`src/rtl/pipelined_cla_adder_if.sv`:
```
// Operand/result bundle for pipelined_cla_adder.
// The optional sub signal exists only when PIPE_CLA_SUB_EN is defined.
interface pipelined_cla_adder_if #(
  parameter int WIDTH = 32
) ();
  logic             in_valid;
  logic             in_ready;
  logic [WIDTH-1:0] A;
  logic [WIDTH-1:0] B;
  logic             cin;
`ifdef PIPE_CLA_SUB_EN
  logic             sub;
`endif
  logic             out_valid;
  logic             out_ready;
  logic [WIDTH-1:0] S;
  logic             cout;
  logic             ovf;

  // Producer/consumer side (testbench or upstream logic).
  modport master (
`ifdef PIPE_CLA_SUB_EN
    output sub,
`endif
    output in_valid, A, B, cin, out_ready,
    input  in_ready, out_valid, S, cout, ovf
  );

  // Adder side.
  modport slave (
`ifdef PIPE_CLA_SUB_EN
    input  sub,
`endif
    input  in_valid, A, B, cin, out_ready,
    output in_ready, out_valid, S, cout, ovf
  );
endinterface

```
`src/rtl/pipelined_cla_adder.sv`:
```
// Pipelined carry-lookahead adder: WIDTH-bit add done CHUNK bits per stage,
// each slice built from 4-bit CLA groups, with a registered carry between
// stages and a single global advance enable for valid/ready flow control.
// Optional subtract support is compiled in with PIPE_CLA_SUB_EN.
// WIDTH must be a multiple of CHUNK, and CHUNK a multiple of 4.
module pipelined_cla_adder #(
  parameter int WIDTH = 32,
  parameter int CHUNK = 16
) (
  input logic                 clk,
  input logic                 rst_n,
  pipelined_cla_adder_if.slave bus
);

  localparam int N  = WIDTH / CHUNK;  // pipeline stages
  localparam int NG = CHUNK / 4;      // 4-bit CLA groups per slice

  logic en;
  logic out_valid_w;

  // Every stage shifts together whenever the output slot is free or drained.
  assign en          = ~out_valid_w | bus.out_ready;
  assign bus.in_ready = en;

  genvar gi, gj;
  generate
    for (gi = 0; gi < N; gi++) begin : g_stage
      // Operand bits still to be added at this stage's input (low CHUNK bits
      // are this stage's slice), and sum bits finished after this stage.
      localparam int RW = WIDTH - gi * CHUNK;
      localparam int SW = (gi + 1) * CHUNK;

      logic             v_in;
      logic [RW-1:0]    a_in;
      logic [RW-1:0]    b_in;
      logic             c_in;
`ifdef PIPE_CLA_SUB_EN
      logic             sub_in;
`endif
      logic [CHUNK-1:0] sb;
      logic [CHUNK-1:0] p;
      logic [CHUNK-1:0] g;
      logic [CHUNK-1:0] c;          // carry into each bit of the slice
      logic [CHUNK-1:0] slice_sum;
      logic             slice_cout;
      logic [SW-1:0]    sum_d;

      logic             valid_q;
      logic [SW-1:0]    sum_q;
      logic             carry_q;

      // Stage inputs: the bus for stage 0, the previous stage register otherwise.
      if (gi == 0) begin : g_src
        assign v_in  = bus.in_valid;
        assign a_in  = bus.A;
        assign b_in  = bus.B;
`ifdef PIPE_CLA_SUB_EN
        assign sub_in = bus.sub;
        // Subtraction is A + ~B + 1, so the external carry is overridden.
        assign c_in   = bus.sub | bus.cin;
`else
        assign c_in   = bus.cin;
`endif
        assign sum_d = slice_sum;
      end else begin : g_src
        assign v_in  = g_stage[gi-1].valid_q;
        assign a_in  = g_stage[gi-1].g_fwd.a_fwd_q;
        assign b_in  = g_stage[gi-1].g_fwd.b_fwd_q;
`ifdef PIPE_CLA_SUB_EN
        assign sub_in = g_stage[gi-1].g_fwd.sub_fwd_q;
`endif
        assign c_in  = g_stage[gi-1].carry_q;
        assign sum_d = {slice_sum, g_stage[gi-1].sum_q};
      end

`ifdef PIPE_CLA_SUB_EN
      assign sb = sub_in ? ~b_in[CHUNK-1:0] : b_in[CHUNK-1:0];
`else
      assign sb = b_in[CHUNK-1:0];
`endif
      assign p = a_in[CHUNK-1:0] ^ sb;
      assign g = a_in[CHUNK-1:0] & sb;

      // 4-bit CLA groups; group P/G chain the carry from group to group.
      for (gj = 0; gj < NG; gj++) begin : g_grp
        logic [3:0] gp;
        logic [3:0] gg;
        logic       ci;
        logic       grp_p;
        logic       grp_g;
        logic       co;

        if (gj == 0) begin : g_ci
          assign ci = c_in;
        end else begin : g_ci
          assign ci = g_grp[gj-1].co;
        end

        assign gp = p[4*gj +: 4];
        assign gg = g[4*gj +: 4];

        assign c[4*gj]   = ci;
        assign c[4*gj+1] = gg[0] | (gp[0] & ci);
        assign c[4*gj+2] = gg[1] | (gp[1] & gg[0]) | (gp[1] & gp[0] & ci);
        assign c[4*gj+3] = gg[2] | (gp[2] & gg[1]) | (gp[2] & gp[1] & gg[0])
                         | (gp[2] & gp[1] & gp[0] & ci);

        assign grp_p = &gp;
        assign grp_g = gg[3] | (gp[3] & gg[2]) | (gp[3] & gp[2] & gg[1])
                     | (gp[3] & gp[2] & gp[1] & gg[0]);
        assign co    = grp_g | (grp_p & ci);
      end

      assign slice_sum  = p ^ c;
      assign slice_cout = g_grp[NG-1].co;

      // Stage register: valid, accumulated sum and carry advance on en.
      always_ff @(posedge clk) begin
        if (!rst_n) begin
          valid_q <= 1'b0;
          sum_q   <= '0;
          carry_q <= 1'b0;
        end else if (en) begin
          valid_q <= v_in;
          sum_q   <= sum_d;
          carry_q <= slice_cout;
        end
      end

      // Operand slices not yet added travel with the operation.
      if (gi < N - 1) begin : g_fwd
        logic [RW-CHUNK-1:0] a_fwd_q;
        logic [RW-CHUNK-1:0] b_fwd_q;
`ifdef PIPE_CLA_SUB_EN
        logic                sub_fwd_q;
`endif

        // Delayed operands shift alongside the stage register.
        always_ff @(posedge clk) begin
          if (!rst_n) begin
            a_fwd_q   <= '0;
            b_fwd_q   <= '0;
`ifdef PIPE_CLA_SUB_EN
            sub_fwd_q <= 1'b0;
`endif
          end else if (en) begin
            a_fwd_q   <= a_in[RW-1:CHUNK];
            b_fwd_q   <= b_in[RW-1:CHUNK];
`ifdef PIPE_CLA_SUB_EN
            sub_fwd_q <= sub_in;
`endif
          end
        end
      end

      if (gi == N - 1) begin : g_last
        logic ovf_q;

        // Signed overflow: carry out of the top bit XOR carry into it.
        always_ff @(posedge clk) begin
          if (!rst_n) begin
            ovf_q <= 1'b0;
          end else if (en) begin
            ovf_q <= slice_cout ^ c[CHUNK-1];
          end
        end
      end
    end
  endgenerate

  assign out_valid_w   = g_stage[N-1].valid_q;
  assign bus.out_valid = out_valid_w;
  assign bus.S         = g_stage[N-1].sum_q;
  assign bus.cout      = g_stage[N-1].carry_q;
  assign bus.ovf       = g_stage[N-1].g_last.ovf_q;

endmodule

```
`src/flat_wrapper.sv`:
```
// flat-port wrapper written by rule: the top's interface ports become plain ports
module pipelined_cla_adder_flat 
#(
  parameter int WIDTH = 32,
  parameter int CHUNK = 16
)
  (clk, rst_n, bus_in_valid, bus_A, bus_B, bus_cin, bus_out_ready, bus_in_ready, bus_out_valid, bus_S, bus_cout, bus_ovf);
  pipelined_cla_adder_if #(.WIDTH(WIDTH)) bus_i ();
  input logic clk;
  input logic rst_n;
  input wire logic [$bits(bus_i.in_valid)-1:0] bus_in_valid;
  input wire logic [$bits(bus_i.A)-1:0] bus_A;
  input wire logic [$bits(bus_i.B)-1:0] bus_B;
  input wire logic [$bits(bus_i.cin)-1:0] bus_cin;
  input wire logic [$bits(bus_i.out_ready)-1:0] bus_out_ready;
  output wire logic [$bits(bus_i.in_ready)-1:0] bus_in_ready;
  output wire logic [$bits(bus_i.out_valid)-1:0] bus_out_valid;
  output wire logic [$bits(bus_i.S)-1:0] bus_S;
  output wire logic [$bits(bus_i.cout)-1:0] bus_cout;
  output wire logic [$bits(bus_i.ovf)-1:0] bus_ovf;
  assign bus_i.in_valid = bus_in_valid;
  assign bus_i.A = bus_A;
  assign bus_i.B = bus_B;
  assign bus_i.cin = bus_cin;
  assign bus_i.out_ready = bus_out_ready;
  assign bus_in_ready = bus_i.in_ready;
  assign bus_out_valid = bus_i.out_valid;
  assign bus_S = bus_i.S;
  assign bus_cout = bus_i.cout;
  assign bus_ovf = bus_i.ovf;
  pipelined_cla_adder #(.WIDTH(WIDTH), .CHUNK(CHUNK)) u_core (.clk(clk), .rst_n(rst_n), .bus(bus_i));
endmodule
```
`config.mk`:
```
export PLATFORM = sky130hd
export DESIGN_NAME = pipelined_cla_adder_flat
export DESIGN_NICKNAME = d
export VERILOG_FILES = /design/src/rtl/pipelined_cla_adder_if.sv /design/src/rtl/pipelined_cla_adder.sv /design/src/flat_wrapper.sv
export SDC_FILE = /design/constraint.sdc
export NUM_CORES = 1
export LEC_CHECK = 0
export CAP_MARGIN = 10
export CORE_MARGIN = 10
export CORE_UTILIZATION = 45
export CTS_CLUSTER_DIAMETER = 50
export DETAILED_ROUTE_END_ITERATION = 8
export GPL_ROUTABILITY_DRIVEN = 0
export HOLD_SLACK_MARGIN = 0.05
export MAX_ROUTING_LAYER = met4
export PLACE_DENSITY = 0.76
export SYNTH_ARGS = -nofsm -noshare
export SYNTH_HDL_FRONTEND = slang
export SYNTH_SLANG_ARGS = --single-unit
```
`constraint.sdc`:
```
create_clock -name clk -period 2.4 [get_ports clk]
set_input_delay 0.36 -clock clk [delete_from_list [all_inputs] [get_ports clk]]
set_output_delay 0.36 -clock clk [all_outputs]
set_load 0.02 [all_outputs]
```
### After elaboration in Yosys (flattened, before gate mapping)

Index checks and enable logic that the tools add are counted.

| storage, ports and cells | value |
|---|---|
| register bits | 85 |
| input port bits | 69 |
| output and inout port bits | 36 |
| word-level logic and storage cells | 226 |

| operators by class | value |
|---|---|
| bitwise operators | 209 |
| reductions and logical operators | 8 |

Operator list:

| operator | count |
|---|---|
| $and A1 B1 Y1 | 120 |
| $or A1 B1 Y1 | 81 |
| $xor A16 B16 Y16 | 4 |
| $and A16 B16 Y16 | 2 |
| $reduce_and A4 Y1 | 8 |
| $not A1 Y1 | 1 |
| $xor A1 B1 Y1 | 1 |

### Logic depth before layout (Yosys ltp)

| logic depth | value |
|---|---|
| word-level depth | 13 |
| gate-level depth with buffers | 10 |
| gate-level depth less buffers | 10 |

### Worst setup path before layout

No wires, ideal clock.

| path | value |
|---|---|
| kind | register -> register |
| start | reg u_core.g_stage[0].g_fwd.b_fwd_q[0] |
| end | reg u_core.g_stage[1].sum_q[29], in the netlist u_core.bus.S[29] |
| library setup time | 116 ps |
| arrival time | 2,480 ps |
| data required time | 2,284 ps |
| setup slack | -197 ps |
| stages on the path, launching flop included | 11 |
| buffers on the path | 0 |
| period minus slack after synthesis | 2,597 ps |
| cell sequence | dfxtp_1 -> ha_1 -> a211oi_1 -> o21bai_1 -> o21ai_0 -> nand2_1 -> a311o_1 -> fa_1 -> xnor2_1 -> nand2_1 -> o211a_1 |

| between the ends | value |
|---|---|
| word-level cells in the longest chain between the ends | 11 |
| elaborated cells on any way between the ends | 14 |
| those cells by class | bitwise (13); reduce/logical (1) |

Ends and longest elaborated chain:

| what | line | RTL |
|---|---|---|
| from (decl) | pipelined_cla_adder.sv:133 | `logic [RW-CHUNK-1:0] b_fwd_q;` |
| from (signal assigned) | pipelined_cla_adder.sv:148 | `b_fwd_q <= b_in[RW-1:CHUNK];` |
| $xor A16 B16 Y16 / $and A16 B16 Y16 (equally long branches) | pipelined_cla_adder.sv:81, pipelined_cla_adder.sv:82 |  |
| $reduce_and A4 Y1 / $and A1 B1 Y1 (equally long branches) | pipelined_cla_adder.sv:108, pipelined_cla_adder.sv:110 |  |
| $and A1 B1 Y1 / $or A1 B1 Y1 (equally long branches) | pipelined_cla_adder.sv:111, pipelined_cla_adder.sv:110 |  |
| $or A1 B1 Y1 * | pipelined_cla_adder.sv:111 | `assign co = grp_g \| (grp_p & ci);` |
| $and A1 B1 Y1 * | pipelined_cla_adder.sv:111 |  |
| $or A1 B1 Y1 * | pipelined_cla_adder.sv:111 |  |
| $and A1 B1 Y1 * | pipelined_cla_adder.sv:111 |  |
| $or A1 B1 Y1 * | pipelined_cla_adder.sv:111 |  |
| $and A1 B1 Y1 * | pipelined_cla_adder.sv:103 | `assign c[4*gj+1] = gg[0] \| (gp[0] & ci);` |
| $or A1 B1 Y1 * | pipelined_cla_adder.sv:103 |  |
| $xor A16 B16 Y16 * | pipelined_cla_adder.sv:114 | `assign slice_sum = p ^ c;` |
| to (signal assigned) | pipelined_cla_adder.sv:125 | `sum_q <= sum_d;` |
| to (decl) | pipelined_cla_adder.sv:49 | `logic [SW-1:0] sum_q;` |

Mark *: on every way between the ends. The rest lies on a longest branch, timed or not.
A chain may end at the register's enable or synchronous reset.

### Worst setup path after layout

| path | value |
|---|---|
| start | reg u_core.g_stage[0].g_fwd.b_fwd_q[5] |
| end | reg u_core.g_stage[1].sum_q[29], in the netlist u_core.bus.S[29] |

| between the ends | value |
|---|---|
| word-level cells in the longest chain between the ends | 10 |
| elaborated cells on any way between the ends | 15 |
| those cells by class | bitwise (14); reduce/logical (1) |

Ends and longest elaborated chain:

| what | line | RTL |
|---|---|---|
| $and A16 B16 Y16 / $xor A16 B16 Y16 (equally long branches) | pipelined_cla_adder.sv:82, pipelined_cla_adder.sv:81 |  |
| $and A1 B1 Y1 (on tied branches) | pipelined_cla_adder.sv:109, pipelined_cla_adder.sv:110 |  |
| $or A1 B1 Y1 / $and A1 B1 Y1 (equally long branches) | pipelined_cla_adder.sv:109, pipelined_cla_adder.sv:110 |  |
| $or A1 B1 Y1 | pipelined_cla_adder.sv:110 | `\| (gp[3] & gp[2] & gp[1] & gg[0]);` |
| $or A1 B1 Y1 * | pipelined_cla_adder.sv:111 |  |
| $and A1 B1 Y1 * | pipelined_cla_adder.sv:111 |  |
| $or A1 B1 Y1 * | pipelined_cla_adder.sv:111 |  |
| $and A1 B1 Y1 * | pipelined_cla_adder.sv:103 |  |
| $or A1 B1 Y1 * | pipelined_cla_adder.sv:103 |  |
| $xor A16 B16 Y16 * | pipelined_cla_adder.sv:114 |  |

Marks and branches as above.

==> flow_summary.html <==
<table>
<tr><th>Metric</th><th>Value</th></tr>
<tr><th colspan="2">Worst setup path</th></tr>
<tr><td>End of the worst register-to-register path</td><td>u_core.bus.S[29]</td></tr>
<tr><td>Type of origin of the critical path</td><td>flip-flop</td></tr>
<tr><td>Max FO, Critical Path</td><td>4</td></tr>
<tr><td>Cells along the critical path</td><td>ha_4, a211o_1, o21ai_2, nand2_2, a311o_1, fa_2, xnor2_2, nand2_1, o211a_1</td></tr>
<tr><td>Endpoint arrival time on the critical path</td><td>2.56 ns</td></tr>
<tr><td>Type of the worst setup path</td><td>reg -&gt; reg</td></tr>
<tr><td>Required arrival time at the worst endpoint</td><td>2.64 ns</td></tr>
<tr><td>Critical path's largest stage delay</td><td>0.36 ns</td></tr>
<tr><td>Nature of the critical path endpoint</td><td>flip-flop</td></tr>
<tr><td>R2R Path Start</td><td>u_core.g_stage[0].g_fwd.b_fwd_q[5]</td></tr>
<tr><td>Reg-to-reg slack, setup</td><td>~0.087 ns</td></tr>
<tr><td>Cell type of the slowest stage on the worst timing path</td><td>sky130_fd_sc_hd__fa_2</td></tr>
<tr><td>Worst-case reg-to-reg path depth</td><td>9</td></tr>
<tr><th colspan="2">STA</th></tr>
<tr><td>Count of final max-slew check failures</td><td>0</td></tr>
<tr><td>Sum Neg Setup Slack</td><td>0 ns</td></tr>
<tr><td>Maximum clock frequency</td><td>0.432 GHz</td></tr>
<tr><td>Endpoints failing setup</td><td>0</td></tr>
<tr><td>Hold violation count in the final report</td><td>0</td></tr>
<tr><td>Share of the cycle needed by the critical path after routing</td><td>a little over nine tenths</td></tr>
<tr><td>Worst Tran Pin Value</td><td>0.449 ns</td></tr>
<tr><td>Period minus WS final</td><td>2.31 ns</td></tr>
<tr><td>Slew headroom</td><td>70.0%</td></tr>
<tr><td>Layout Skew</td><td>0.0128 ns</td></tr>
<tr><td>Post-route setup slack</td><td>0.0875 ns</td></tr>
<tr><th colspan="2">Power and ir drop</th></tr>
<tr><td>P_sw</td><td>0.000998 W</td></tr>
<tr><td>Switching share of power</td><td>28.3%</td></tr>
<tr><td>Peak supply drop</td><td>0.301 mV</td></tr>
<tr><td>Power density normalized to cell area</td><td>roughly 570 mW/mm2</td></tr>
<tr><td>Int Pwr</td><td>0.00252 W</td></tr>
<tr><td>Share of total power in combinational logic</td><td>a little over a quarter</td></tr>
<tr><td>Flop pwr share</td><td>45.9%</td></tr>
<tr><td>Clk network pwr share</td><td>27.5%</td></tr>
<tr><td>Leakage power figure</td><td>between 2 and 3 nW</td></tr>
<tr><th colspan="2">Min path</th></tr>
<tr><td>Hold_sp</td><td>u_core.g_stage[0].sum_q[7]</td></tr>
<tr><td>Terminating pin of the worst hold path</td><td>u_core.bus.S[7]</td></tr>
<tr><td>Class of the tightest hold or removal check</td><td>reg -&gt; reg</td></tr>
<tr><td>Hold path cells</td><td>2</td></tr>
<tr><th colspan="2">Layout</th></tr>
<tr><td>Share of layout cells above drive strength 1</td><td>15.2%</td></tr>
<tr><td>Storage element area</td><td>0.00171 mm2</td></tr>
<tr><td>Layout-stage area growth over the synthesis result</td><td>42.3%</td></tr>
<tr><td>Fill cell total of the finished layout</td><td>802</td></tr>
<tr><td>Multi-input logic area</td><td>0.00271 mm2</td></tr>
<tr><td>Antenna Diode Count</td><td>0</td></tr>
<tr><td>Number of nets in the final layout</td><td>roughly 750</td></tr>
<tr><th colspan="2">Detailed routing</th></tr>
<tr><td>Final routed wire length divided by cell count</td><td>~14 um</td></tr>
<tr><td>DRC marker count from the first detailed-route iteration</td><td>163</td></tr>
<tr><td>Via density per instance</td><td>5.07</td></tr>
<tr><td>1st-pass router iterations</td><td>6</td></tr>
<tr><td>DR DRC count</td><td>0</td></tr>
<tr><td>Final antenna-violating net count</td><td>0</td></tr>
<tr><td>Post-detailed-routing wire length</td><td>11200 um</td></tr>
<tr><td>Routed vias</td><td>3933</td></tr>
<tr><th colspan="2">Global routing</th></tr>
<tr><td>Via count of the first global-routing pass</td><td>about 4.0k</td></tr>
<tr><td>Aggregate global routing overflow</td><td>0</td></tr>
<tr><td>Pin count of the biggest net entering global routing</td><td>90</td></tr>
<tr><td>First-pass GRT wire length</td><td>between 15000 and 20000 um</td></tr>
<tr><td>Met1 layer usage reported by global route</td><td>approximately 17%</td></tr>
<tr><td>Antenna violations before repair</td><td>0</td></tr>
<tr><td>Global Route met2 Usage</td><td>28.7%</td></tr>
<tr><td>GRT busiest layer</td><td>met2</td></tr>
<tr><td>Met3 capacity usage during global routing</td><td>2.76%</td></tr>
<tr><td>Global Route Usage Sum</td><td>around 16%</td></tr>
<tr><th colspan="2">Synth</th></tr>
<tr><td>Number of enable flip-flop cells after synthesis</td><td>0</td></tr>
<tr><td>Per-instance average area after synthesis</td><td>8.60 um2</td></tr>
<tr><td>Number of synthesis warnings</td><td>0</td></tr>
<tr><td>Total of flip-flops plus latches after synthesis</td><td>85</td></tr>
<tr><td>Net Count, Synth</td><td>between 600 and 700</td></tr>
<tr><td>Post-synthesis cell area</td><td>0.00437 mm2</td></tr>
<tr><td>Ys async rst share</td><td>0%</td></tr>
<tr><td>Count of unique library cells instantiated by Yosys</td><td>49</td></tr>
<tr><td>Dominant register cell in the synthesized netlist</td><td>sky130_fd_sc_hd__dfxtp_1</td></tr>
<tr><td>Share of the yosys chip area belonging to registers</td><td>slightly below 40%</td></tr>
<tr><td>Synth Instances</td><td>slightly above 500</td></tr>
<tr><th colspan="2">Clocking</th></tr>
<tr><td>Largest buffer count on any clock path</td><td>2</td></tr>
<tr><td>Count of H-tree levels built during CTS</td><td>3</td></tr>
<tr><td>Number of hold-repair buffers added at the cts stage</td><td>0</td></tr>
<tr><td>CTS buffer count</td><td>9</td></tr>
<tr><td>Insertion delay to the later sink of the worst-skew pair</td><td>0.34 ns</td></tr>
<tr><td>Clock-pin slew on the worst setup and hold paths</td><td>0.09 ns</td></tr>
<tr><td>Root Driver</td><td>sky130_fd_sc_hd__clkbuf_8</td></tr>
<tr><td>Clock sink count</td><td>85</td></tr>
<tr><td>Clock tree from TritonCTS</td><td>yes</td></tr>
<tr><th colspan="2">Placement</th></tr>
<tr><td>HPWL after detailed placement</td><td>8250 um</td></tr>
<tr><td>Setup WS pre-CTS</td><td>-0.600 ns</td></tr>
<tr><td>Count of input and output buffers</td><td>approximately 100</td></tr>
<tr><th colspan="2">Floorplan</th></tr>
<tr><td>Overall die height</td><td>119 um</td></tr>
<tr><td>Number of placement rows</td><td>35</td></tr>
<tr><td>Initial cell density of the core</td><td>~47%</td></tr>
<tr><td>Core Footprint</td><td>0.00933 mm2</td></tr>
<tr><td>Chip Width</td><td>roughly 120 um</td></tr>
<tr><td>Die area</td><td>0.0141 mm2</td></tr>
<tr><td>Boundary pin count</td><td>roughly 110</td></tr>
<tr><th colspan="2">Status</th></tr>
<tr><td>Status</td><td>finished, final reports clean</td></tr>
<tr><th colspan="2">Run</th></tr>
<tr><td>Reported max-cap violation count</td><td>0</td></tr>
</table>
## per-stage QoR
step	util, %	instance area, um2	hold WS (ns)	total power (W)	std cells
4_1_cts	65.9	6150	0.466	0.00353	773
5_1_grt	66.7	6220	0.478	0.00372	775
6_report	66.7	6220	0.458	0.00352	775
2_1_floorplan	-	4400	0.441	0.00213	508
3_5_place_dp	62.5	5830	0.457	0.00254	754
3_3_place_gp	62.5	5830	0.447	0.00251	754
## cells in the mapped netlist, types with 2 or more instances
cell / instances / area share [%]
sky130_fd_sc_hd__nand4_1: 4 / 0.57
sky130_fd_sc_hd__nor2b_1: 3 / 0.43
sky130_fd_sc_hd__clkbuf_1: 27 / 2.3
sky130_fd_sc_hd__dfxtp_1: 85 / 39
sky130_fd_sc_hd__o21a_1: 2 / 0.34
sky130_fd_sc_hd__xnor2_1: 14 / 2.8
sky130_fd_sc_hd__xor2_1: 4 / 0.80
sky130_fd_sc_hd__a21o_1: 6 / 1.0
sky130_fd_sc_hd__nand2b_1: 2 / 0.29
sky130_fd_sc_hd__o21bai_1: 2 / 0.34
sky130_fd_sc_hd__a21boi_0: 58 / 10
sky130_fd_sc_hd__o21ai_0: 22 / 2.5
sky130_fd_sc_hd__a21oi_1: 11 / 1.3
sky130_fd_sc_hd__nand3_1: 15 / 1.7
sky130_fd_sc_hd__and2_1: 5 / 0.72
sky130_fd_sc_hd__o31ai_1: 3 / 0.52
sky130_fd_sc_hd__o211ai_1: 3 / 0.52
sky130_fd_sc_hd__a211oi_1: 4 / 0.69
sky130_fd_sc_hd__inv_1: 12 / 1.0
sky130_fd_sc_hd__o211a_1: 9 / 2.1
sky130_fd_sc_hd__nor2_1: 12 / 1.0
sky130_fd_sc_hd__nand2_1: 138 / 12
sky130_fd_sc_hd__fa_1: 8 / 3.7
sky130_fd_sc_hd__ha_1: 32 / 9.2
sky130_fd_sc_hd__nor3_1: 3 / 0.34
## state kept, by name, summed over array words and instances, names as in the netlist
signal / count
u_core.bus.S: 32
u_core.bus.cout: 1
u_core.bus.out_valid: 1
u_core.bus.ovf: 1
u_core.g_stage.carry_q: 1
u_core.g_stage.g_fwd.a_fwd_q: 16
u_core.g_stage.g_fwd.b_fwd_q: 16
u_core.g_stage.sum_q: 16
u_core.g_stage.valid_q: 1
## routing by layer
metal,routed length (um),up-vias,share of wire [%]
li1,-,2001,-
met1,4960,1861,44
met2,5780,61,52
met3,321,10,2.9
met4,116,0,1.0
met5,0,-,0
## power groups by stage
stage               clock network (W)  registers [W]  logic [W]
floorplan                           0        0.00170   0.000425
global placement                    0        0.00164   0.000867
detailed placement                  0        0.00165   0.000893
CTS                          0.000991        0.00162   0.000926
global route                  0.00106        0.00163    0.00103
finish                       0.000967        0.00162   0.000939
## area by class of cell
| type | instances | share of cell area (%) |
|---|---|---|
| Clock buffer | 11 | 2.11 |
| Clock inverter | 4 | 0.805 |
| Inverter | 13 | 0.785 |
| Multi-Input combinational cell | 382 | 43.6 |
| Sequential cell | 85 | 27.5 |
| Tap cell | 129 | 2.60 |
| Timing Repair Buffer | 151 | 22.7 |
## worst max path at each step
stage / end / startpoint / slack, ns
CTS: u_core.g_stage[0].carry_q / bus_A[1] / 0.001
floorplan: u_core.bus.S[29] / u_core.g_stage[0].g_fwd.b_fwd_q[0] / -0.03
finish: u_core.bus.S[29] / u_core.g_stage[0].g_fwd.b_fwd_q[5] / 0.09
detailed placement: u_core.g_stage[0].sum_q[9] / bus_B[2] / -0.60
global route: u_core.bus.S[29] / u_core.g_stage[0].g_fwd.b_fwd_q[5] / -0.003
global placement: u_core.g_stage[0].sum_q[9] / bus_B[3] / -0.51
## worst max-delay path: cells and delay by family, from the launching register on
family	cells	cell delay [ns]
AOI/OAI and AO/OA	4	0.98
xor gates and xnor gates	1	0.12
adders and majority gates	2	0.61
DFF	1	0.35
and+or+nand+nor	2	0.15
## layout by cell type, fill, tap and decap left out, drive strengths merged, types with 13 or more instances in the layout
master         count
buf               48
nand2            138
clkdlybuf4s50     97
nand3             15
o21ai             23
a21boi            58
dfxtp             85
xnor2             14
inv               13
ha                32
## logic make-up (layout without fill, tap and decap cells)
family | after synthesis | in the layout | share of synthesized area (%)
AND/OR/NAND/NOR | 190 | 190 | 18.3
multiplexers | 1 | 1 | 0.229
buffers and inverters | 41 | 179 | 3.52
AO/OA/AOI/OAI | 133 | 133 | 22.5
adder cells (fa/ha/maj) | 40 | 40 | 12.8
XOR/XNOR | 18 | 18 | 3.61
flip-flops | 85 | 85 | 38.9
## what timing repair did
action / CTS / global route
setup buffers: 4 / 2
gates resized for setup: 28 / 14
endpoints found under the setup margin: 10 / 9
gates cloned: 0 / 0
pin swaps: 22 / 11
Power figures use the tool's default switching activity.
